<file path="src/rtl/mem_bist_pkg.sv">
// Shared types and March C- element table for the memory BIST controller.
//   march_elem_e : the six March C- elements E0..E5
//   bist_state_e : controller FSM states
//   elem_*()     : per-element direction, read/write background and op mix
package mem_bist_pkg;

    typedef enum logic [2:0] {
        E0, E1, E2, E3, E4, E5
    } march_elem_e;

    typedef enum logic [2:0] {
        ST_IDLE,
        ST_WR,
        ST_RD,
        ST_WAIT,
        ST_FIN
    } bist_state_e;

    // One bit per element, bit index = element number.
    // E0 up:W0  E1 up:R0,W1  E2 up:R1,W0  E3 down:R0,W1  E4 down:R1,W0  E5 down:R0
    localparam logic [5:0] ELEM_DOWN   = 6'b111000;
    localparam logic [5:0] ELEM_HAS_RD = 6'b111110;
    localparam logic [5:0] ELEM_HAS_WR = 6'b011111;
    localparam logic [5:0] ELEM_RD_BG1 = 6'b010100;  // read expects all-ones
    localparam logic [5:0] ELEM_WR_BG1 = 6'b001010;  // write stores all-ones

    function automatic logic elem_down(input march_elem_e e);
        return ELEM_DOWN[e];
    endfunction

    function automatic logic elem_has_rd(input march_elem_e e);
        return ELEM_HAS_RD[e];
    endfunction

    function automatic logic elem_has_wr(input march_elem_e e);
        return ELEM_HAS_WR[e];
    endfunction

    function automatic logic elem_rd_bg(input march_elem_e e);
        return ELEM_RD_BG1[e];
    endfunction

    function automatic logic elem_wr_bg(input march_elem_e e);
        return ELEM_WR_BG1[e];
    endfunction

endpackage

</file>
<file path="src/rtl/mem_bist_addr_gen.sv">
// Up/down address counter for the March sequencer.
//   clock, reset : single clock, synchronous active-high reset
//   load         : start a new element; load_down selects direction
//                  (up starts at 0, down starts at all-ones)
//   step         : advance one address in the loaded direction
//   addr         : current address
//   first, last  : current address is the first / last of the element
module mem_bist_addr_gen #(
    parameter int AW = 10
) (
    input  logic          clock,
    input  logic          reset,
    input  logic          load,
    input  logic          load_down,
    input  logic          step,
    output logic [AW-1:0] addr,
    output logic          first,
    output logic          last
);

    logic down;

    always_ff @(posedge clock) begin
        if (reset) begin
            addr <= '0;
            down <= 1'b0;
        end else if (load) begin
            down <= load_down;
            addr <= load_down ? '1 : '0;
        end else if (step) begin
            addr <= down ? addr - AW'(1) : addr + AW'(1);
        end
    end

    always_comb begin
        first = down ? (addr == '1) : (addr == '0);
        last  = down ? (addr == '0) : (addr == '1);
    end

endmodule

</file>
<file path="src/rtl/mem_bist_ctrl.sv">
// March C- BIST controller in front of the MemGen_16_10 macro.
// While idle the functional port passes straight through to the macro;
// while busy the BIST sequencer owns the macro and checks rd_data.
//   clock, reset        : single clock, synchronous active-high reset
//   start               : 1-cycle pulse, accepted only when idle
//   busy, done, pass    : run status (done/pass sticky until next start)
//   func_*              : functional macro request
//   mem_*               : macro interface (mem_rd_data from the macro)
//   fail_addr/fail_data : first mismatch, present only when the
//                         MEM_BIST_FAIL_LOG_EN macro is defined
module mem_bist_ctrl
    import mem_bist_pkg::*;
#(
    parameter int AW     = 10,
    parameter int DW     = 16,
    parameter int RD_LAT = 1
) (
    input  logic          clock,
    input  logic          reset,
    input  logic          start,
    output logic          busy,
    output logic          done,
    output logic          pass,
    input  logic          func_chip_en,
    input  logic          func_wr_en,
    input  logic          func_rd_en,
    input  logic [AW-1:0] func_addr,
    input  logic [DW-1:0] func_wr_data,
    output logic          mem_chip_en,
    output logic          mem_wr_en,
    output logic          mem_rd_en,
    output logic [AW-1:0] mem_addr,
    output logic [DW-1:0] mem_wr_data,
    input  logic [DW-1:0] mem_rd_data
`ifdef MEM_BIST_FAIL_LOG_EN
    ,
    output logic [AW-1:0] fail_addr,
    output logic [DW-1:0] fail_data
`endif
);

    localparam int WCW = (RD_LAT > 1) ? $clog2(RD_LAT) : 1;

    bist_state_e    state;
    march_elem_e    elem;
    march_elem_e    elem_next;
    march_elem_e    enter_elem;
    logic           fail_flag;
    logic [WCW-1:0] wait_cnt;

    logic           bist_chip_en;
    logic           bist_wr_en;
    logic           bist_rd_en;
    logic [DW-1:0]  bist_wr_data;

    logic [AW-1:0]  ag_addr;
    logic           ag_first;
    logic           ag_last;
    logic           ag_load;
    logic           ag_load_down;
    logic           ag_step;

    logic           wait_last;
    logic           addr_done;
    logic           run_end;
    logic           issue;
    logic           mismatch;
    logic [DW-1:0]  rd_expect;

    mem_bist_addr_gen #(.AW(AW)) u_addr_gen (
        .clock     (clock),
        .reset     (reset),
        .load      (ag_load),
        .load_down (ag_load_down),
        .step      (ag_step),
        .addr      (ag_addr),
        .first     (ag_first),
        .last      (ag_last)
    );

    // The NEXT_ADDR / NEXT_ELEM decisions are folded into the final cycle
    // of each address so no extra cycles are spent between addresses.
    always_comb begin
        wait_last    = (wait_cnt == WCW'(RD_LAT - 1));
        addr_done    = (state == ST_WR) ||
                       (state == ST_WAIT && wait_last && !elem_has_wr(elem));
        run_end      = addr_done && ag_last && (elem == E5);
        elem_next    = (elem == E5) ? E5 : march_elem_e'(elem + 3'd1);
        enter_elem   = (state == ST_IDLE) ? E0 : (ag_last ? elem_next : elem);
        issue        = (state == ST_IDLE && start) || (addr_done && !run_end);
        ag_load      = (state == ST_IDLE && start) ||
                       (addr_done && ag_last && elem != E5);
        ag_load_down = elem_down(enter_elem);
        ag_step      = addr_done && !ag_last;
        rd_expect    = {DW{elem_rd_bg(elem)}};
        mismatch     = (mem_rd_data != rd_expect);
    end

    always_ff @(posedge clock) begin
        if (reset) begin
            state        <= ST_IDLE;
            elem         <= E0;
            busy         <= 1'b0;
            done         <= 1'b0;
            pass         <= 1'b0;
            fail_flag    <= 1'b0;
            wait_cnt     <= '0;
            bist_chip_en <= 1'b0;
            bist_wr_en   <= 1'b0;
            bist_rd_en   <= 1'b0;
            bist_wr_data <= '0;
`ifdef MEM_BIST_FAIL_LOG_EN
            fail_addr    <= '0;
            fail_data    <= '0;
`endif
        end else begin
            bist_chip_en <= 1'b0;
            bist_wr_en   <= 1'b0;
            bist_rd_en   <= 1'b0;

            case (state)
                ST_IDLE: begin
                    if (start) begin
                        busy      <= 1'b1;
                        done      <= 1'b0;
                        pass      <= 1'b0;
                        fail_flag <= 1'b0;
`ifdef MEM_BIST_FAIL_LOG_EN
                        fail_addr <= '0;
                        fail_data <= '0;
`endif
                    end
                end
                ST_RD: begin
                    state    <= ST_WAIT;
                    wait_cnt <= '0;
                end
                ST_WAIT: begin
                    if (!wait_last) begin
                        wait_cnt <= wait_cnt + WCW'(1);
                    end else begin
                        if (mismatch) begin
                            fail_flag <= 1'b1;
`ifdef MEM_BIST_FAIL_LOG_EN
                            if (!fail_flag) begin
                                fail_addr <= ag_addr;
                                fail_data <= mem_rd_data;
                            end
`endif
                        end
                        if (elem_has_wr(elem)) begin
                            state        <= ST_WR;
                            bist_chip_en <= 1'b1;
                            bist_wr_en   <= 1'b1;
                            bist_wr_data <= {DW{elem_wr_bg(elem)}};
                        end
                    end
                end
                ST_FIN: begin
                    state <= ST_IDLE;
                    busy  <= 1'b0;
                    done  <= 1'b1;
                    pass  <= ~fail_flag;
                end
                default: ;
            endcase

            if (run_end) begin
                state <= ST_FIN;
            end

            // First op of the next address (or of the next element).
            if (issue) begin
                state        <= elem_has_rd(enter_elem) ? ST_RD : ST_WR;
                elem         <= enter_elem;
                bist_chip_en <= 1'b1;
                bist_rd_en   <= elem_has_rd(enter_elem);
                bist_wr_en   <= !elem_has_rd(enter_elem);
                bist_wr_data <= {DW{elem_wr_bg(enter_elem)}};
            end
        end
    end

    always_comb begin
        mem_chip_en = busy ? bist_chip_en : func_chip_en;
        mem_wr_en   = busy ? bist_wr_en   : func_wr_en;
        mem_rd_en   = busy ? bist_rd_en   : func_rd_en;
        mem_addr    = busy ? ag_addr      : func_addr;
        mem_wr_data = busy ? bist_wr_data : func_wr_data;
    end

    // Every element load must land on the element's first address.
    a_load_first : assert property (@(posedge clock) disable iff (reset)
                                    ag_load |=> ag_first);

endmodule
</file>
<file path="config.mk">
export PLATFORM = sky130hd
export DESIGN_NAME = mem_bist_ctrl
export DESIGN_NICKNAME = d
export VERILOG_FILES = /design/src/rtl/mem_bist_pkg.sv /design/src/rtl/mem_bist_addr_gen.sv /design/src/rtl/mem_bist_ctrl.sv
export SDC_FILE = /design/constraint.sdc
export NUM_CORES = 1
export LEC_CHECK = 0
export CAP_MARGIN = 10
export CORE_ASPECT_RATIO = 0.9
export CORE_MARGIN = 2
export CORE_UTILIZATION = 57
export CTS_BUF_LIST = sky130_fd_sc_hd__clkbuf_16
export DETAILED_ROUTE_END_ITERATION = 12
export DONT_BUFFER_PORTS = 1
export PLACE_DENSITY_LB_ADDON = 0.08
export SLEW_MARGIN = 0
export SYNTH_ARGS = -nofsm -noshare
export SYNTH_HDL_FRONTEND = slang
export SYNTH_SLANG_ARGS = --single-unit
</file>
<file path="constraint.sdc">
create_clock -name clock -period 2.86 [get_ports clock]
set_input_delay 0.143 -clock clock [delete_from_list [all_inputs] [get_ports clock]]
set_output_delay 0.143 -clock clock [all_outputs]
set_load 0.005 [all_outputs]
</file>
==> flow_metrics.env <==
export IMPL_hp_start="start"
export IMPL_instances_no_fill=314
export IMPL_layout_common_cells="o21ai_0 (29), dfxtp_1 (28), inv_1 (25), nor2_1 (25), nand2_1 (21)"
export IMPL_finClkSkew_ns=0.003536
export IMPL_path_class="register to register"
export IMPL_r2r_end="u_addr_gen.addr[9]$_SDFFE_PP0P_"
export IMPL_status="finished clean"
export IMPL_slew_violations=0
export IMPL_crit_required_ns=3.01
export IMPL_core_mm2=0.003428
export IMPL_syn_instance_count=277
export IMPL_fin_area_mm2=0.002177
export IMPL_fin_nets=328
export IMPL_diodes=0
export IMPL_fillCellCount=333
export IMPL_dpl_instance_area_mm2=0.002088
export IMPL_grt_pass1_vias=1557
export IMPL_overflow=0
export IMPL_cts_root_buf="clkbuf_16"
export IMPL_setup_tns_ns=0
export IMPL_clk_pin_slew_ns=0.07
export IMPL_start_util_pct=60.73
export IMPL_yosysWarnings=0
export IMPL_max_freq_mhz=448.8
export IMPL_multi_input_area_mm2=0.001356
export IMPL_cp_end_kind="register"
export IMPL_timing_rr_start="u_addr_gen.down$_SDFFE_PP0P_"
export IMPL_reg2reg_slack_ns=0.63
export IMPL_drtAntennaViolNets=0
export IMPL_register_area_um2=560.5
export IMPL_synth_cell_area_mm2=0.002082
export IMPL_cp_cell_sequence="ha_1, o21ai_0, o21bai_1, a21oi_1, or4_1, a41oi_1, nor2_1"
export IMPL_synth_area_leaders="dfxtp_1 (27%), mux2_2 (8.1%), o21ai_0 (7.0%)"
export IMPL_relSlewSlack_pct=54.67
export IMPL_antenna_found_initial=0
export IMPL_final_common_cell="o21ai_0"
export IMPL_p_leak_nw=0.9101
export IMPL_cts_buffers_inserted=3
export IMPL_grt_max_degree=21
export IMPL_track_usage_pct=24.86
export IMPL_cts_setup_buffers=0
export IMPL_crit_fanout=13
export IMPL_syn_area_per_cell_um2=7.516
export IMPL_synth_async_reset_ratio_pct=0
export IMPL_ys_ff_latch=28
export IMPL_grt_first_pass_wirelength_um=7700
export IMPL_path_buf_inv=0
export IMPL_clkLatencyLatePin_ns=0.26
export IMPL_place_congestion=0.9290
export IMPL_path_depth=7
export IMPL_hold_class="primary input to register"
export IMPL_clockBufferDepth=2
export IMPL_period_needed_ns=2.228
export IMPL_clock_sinks=28
export IMPL_placed_cells=309
export IMPL_yosysSeqAreaShare_pct=26.92
export IMPL_reg2reg_depth=7
export IMPL_dieArea_mm2=0.004153
export IMPL_power_density_mw_per_mm2=435.9
export IMPL_yosys_cell_types_count=55
export IMPL_num_io_pins=80
export IMPL_vias=1933
export IMPL_drc=0
export IMPL_rsz0062_at_grt="false"
export IMPL_fin_crit_sh_pct=77.91
export IMPL_vdd_ir_drop_max_uv=425.0
export IMPL_wire_per_inst_um=15.79
export IMPL_worstPathArrival_ns=2.38
export IMPL_cts_tree="built"
export IMPL_viasPerCell=6.156
export IMPL_drt_pass1_iterations=4
export IMPL_hold_violations=0
export IMPL_max_stage_delay_ns=0.59
export IMPL_cp_top_family="compound AO/OA/AOI/OAI gates"
export IMPL_tightest_slew_ns=0.6777
export IMPL_yosys_most_used_dff="dfxtp_1"
export IMPL_power_mw=0.9489
export IMPL_syn_num_nets=334
export IMPL_syn_to_final_growth_pct=4.567
export IMPL_synth_edf_count=0
export IMPL_hold_end="busy$_SDFFE_PP0P_"
export IMPL_hpwl_um=3868
export IMPL_pre_cts_slack_ns=0.6581
export IMPL_drtIter0Drc=112
export IMPL_die_x_um=67.71
export IMPL_yosysTopAreaCell="dfxtp_1"
export IMPL_setup_viol=0
export IMPL_hold_depth=2
export IMPL_cts_max_level=1
export IMPL_cp_start_kind="register"
export IMPL_fin_util_pct=63.50
export IMPL_synth_top_area_share_pct=26.92
export IMPL_critPathSlowestCell="dfxtp_1"
export IMPL_die_height_um=61.34
export IMPL_finalWirelength_um=4958
export IMPL_std_cell_rows=20
export IMPL_final_setup_worst_slack_ns=0.6319
export IMPL_drv_cap=0
export IMPL_io_buffers=0
export IMPL_fin_hold_ws_ns=0.08839
export IMPL_drive_above_1_share_pct=11.48
-- cell usage after synthesis (3+ instances only) --
master and n:
a21o_1 3, xnor2_1 6, nor4_1 4, o211ai_1 4
nor2_1 25, nor3b_1 3, ha_1 8, nor3_1 9
a21oi_1 20, mux2_2 15, inv_1 25, nand3_1 7
a211oi_1 4, o21ai_0 29, a31oi_1 6, or3_1 3
buf_2 6, clkbuf_1 6, nand4_1 4, nand2_1 21
dfxtp_1 28
-- registers in the layout, indices dropped and copies added (netlist names), named ones only --
name	cells
fail_flag	1
rd_expect	1
bist_wr_data	1
bist_rd_en	1
state	3
done	1
bist_chip_en	1
bist_wr_en	1
elem	3
u_addr_gen.addr	10
pass	1
busy	1
u_addr_gen.down	1
-- power by group --
part	internal (mW)	switching, mW
clock	0.187	0.125
sequential	0.410	0.0331
combinational	0.0836	0.110
-- cells by family after synthesis --
family | synth area share, %
muxes | 9.074
buffers and inverters | 7.933
xor gates and xnor gates | 2.945
adders and majority gates | 5.769
AOI/OAI and AO/OA | 25.24
DFF | 26.92
and+or+nand+nor | 22.12
-- final cells by class --
class / count / area share [%]
Clock buffer: 3 / 3.448
Clock inverter: 1 / 0.1724
Inverter: 25 / 4.310
Multi-Input combinational cell: 209 / 62.30
Sequential cell: 28 / 25.75
Tap cell: 44 / 2.529
Timing Repair Buffer: 4 / 1.494
-- worst max path at each step --
stage                                       startpoint                         endpoint  slack [ns]
after floorplan           u_addr_gen.down$_SDFFE_PP0P_  u_addr_gen.addr[9]$_SDFFE_PP0P_        0.88
after global placement    u_addr_gen.down$_SDFFE_PP0P_  u_addr_gen.addr[9]$_SDFFE_PP0P_        0.70
after detailed placement  u_addr_gen.down$_SDFFE_PP0P_  u_addr_gen.addr[9]$_SDFFE_PP0P_        0.66
after CTS                 u_addr_gen.down$_SDFFE_PP0P_  u_addr_gen.addr[9]$_SDFFE_PP0P_        0.65
after global routing      u_addr_gen.down$_SDFFE_PP0P_  u_addr_gen.addr[7]$_SDFFE_PP0P_        0.47
final                     u_addr_gen.down$_SDFFE_PP0P_  u_addr_gen.addr[9]$_SDFFE_PP0P_        0.63
-- routing by layer --
metal | routed length [um] | part of all wire (%) | vias up | global-route usage (%)
met1 | 2351 | 47 | 865 | 36.17
li1 | - | - | 982 | -
met5 | 0 | 0 | - | 0
met2 | 2201 | 44 | 84 | 40.06
met4 | 22 | 0.44 | 0 | 3.499
met3 | 383 | 7.7 | 2 | 3.839
-- repair_timing --
action	4_1_cts	5_1_grt
gates resized for setup	0	0
hold buffers	1	0
hold endpoints to repair	18	0
-- worst reg2reg max path: stages, from the launching register on --
cell and delay [ns]:
dfxtp_1 0.59, ha_1 0.30, o21ai_0 0.11, o21bai_1 0.19
a21oi_1 0.14, or4_1 0.52, a41oi_1 0.23, nor2_1 0.05
(Power assumes the default switching activity.)
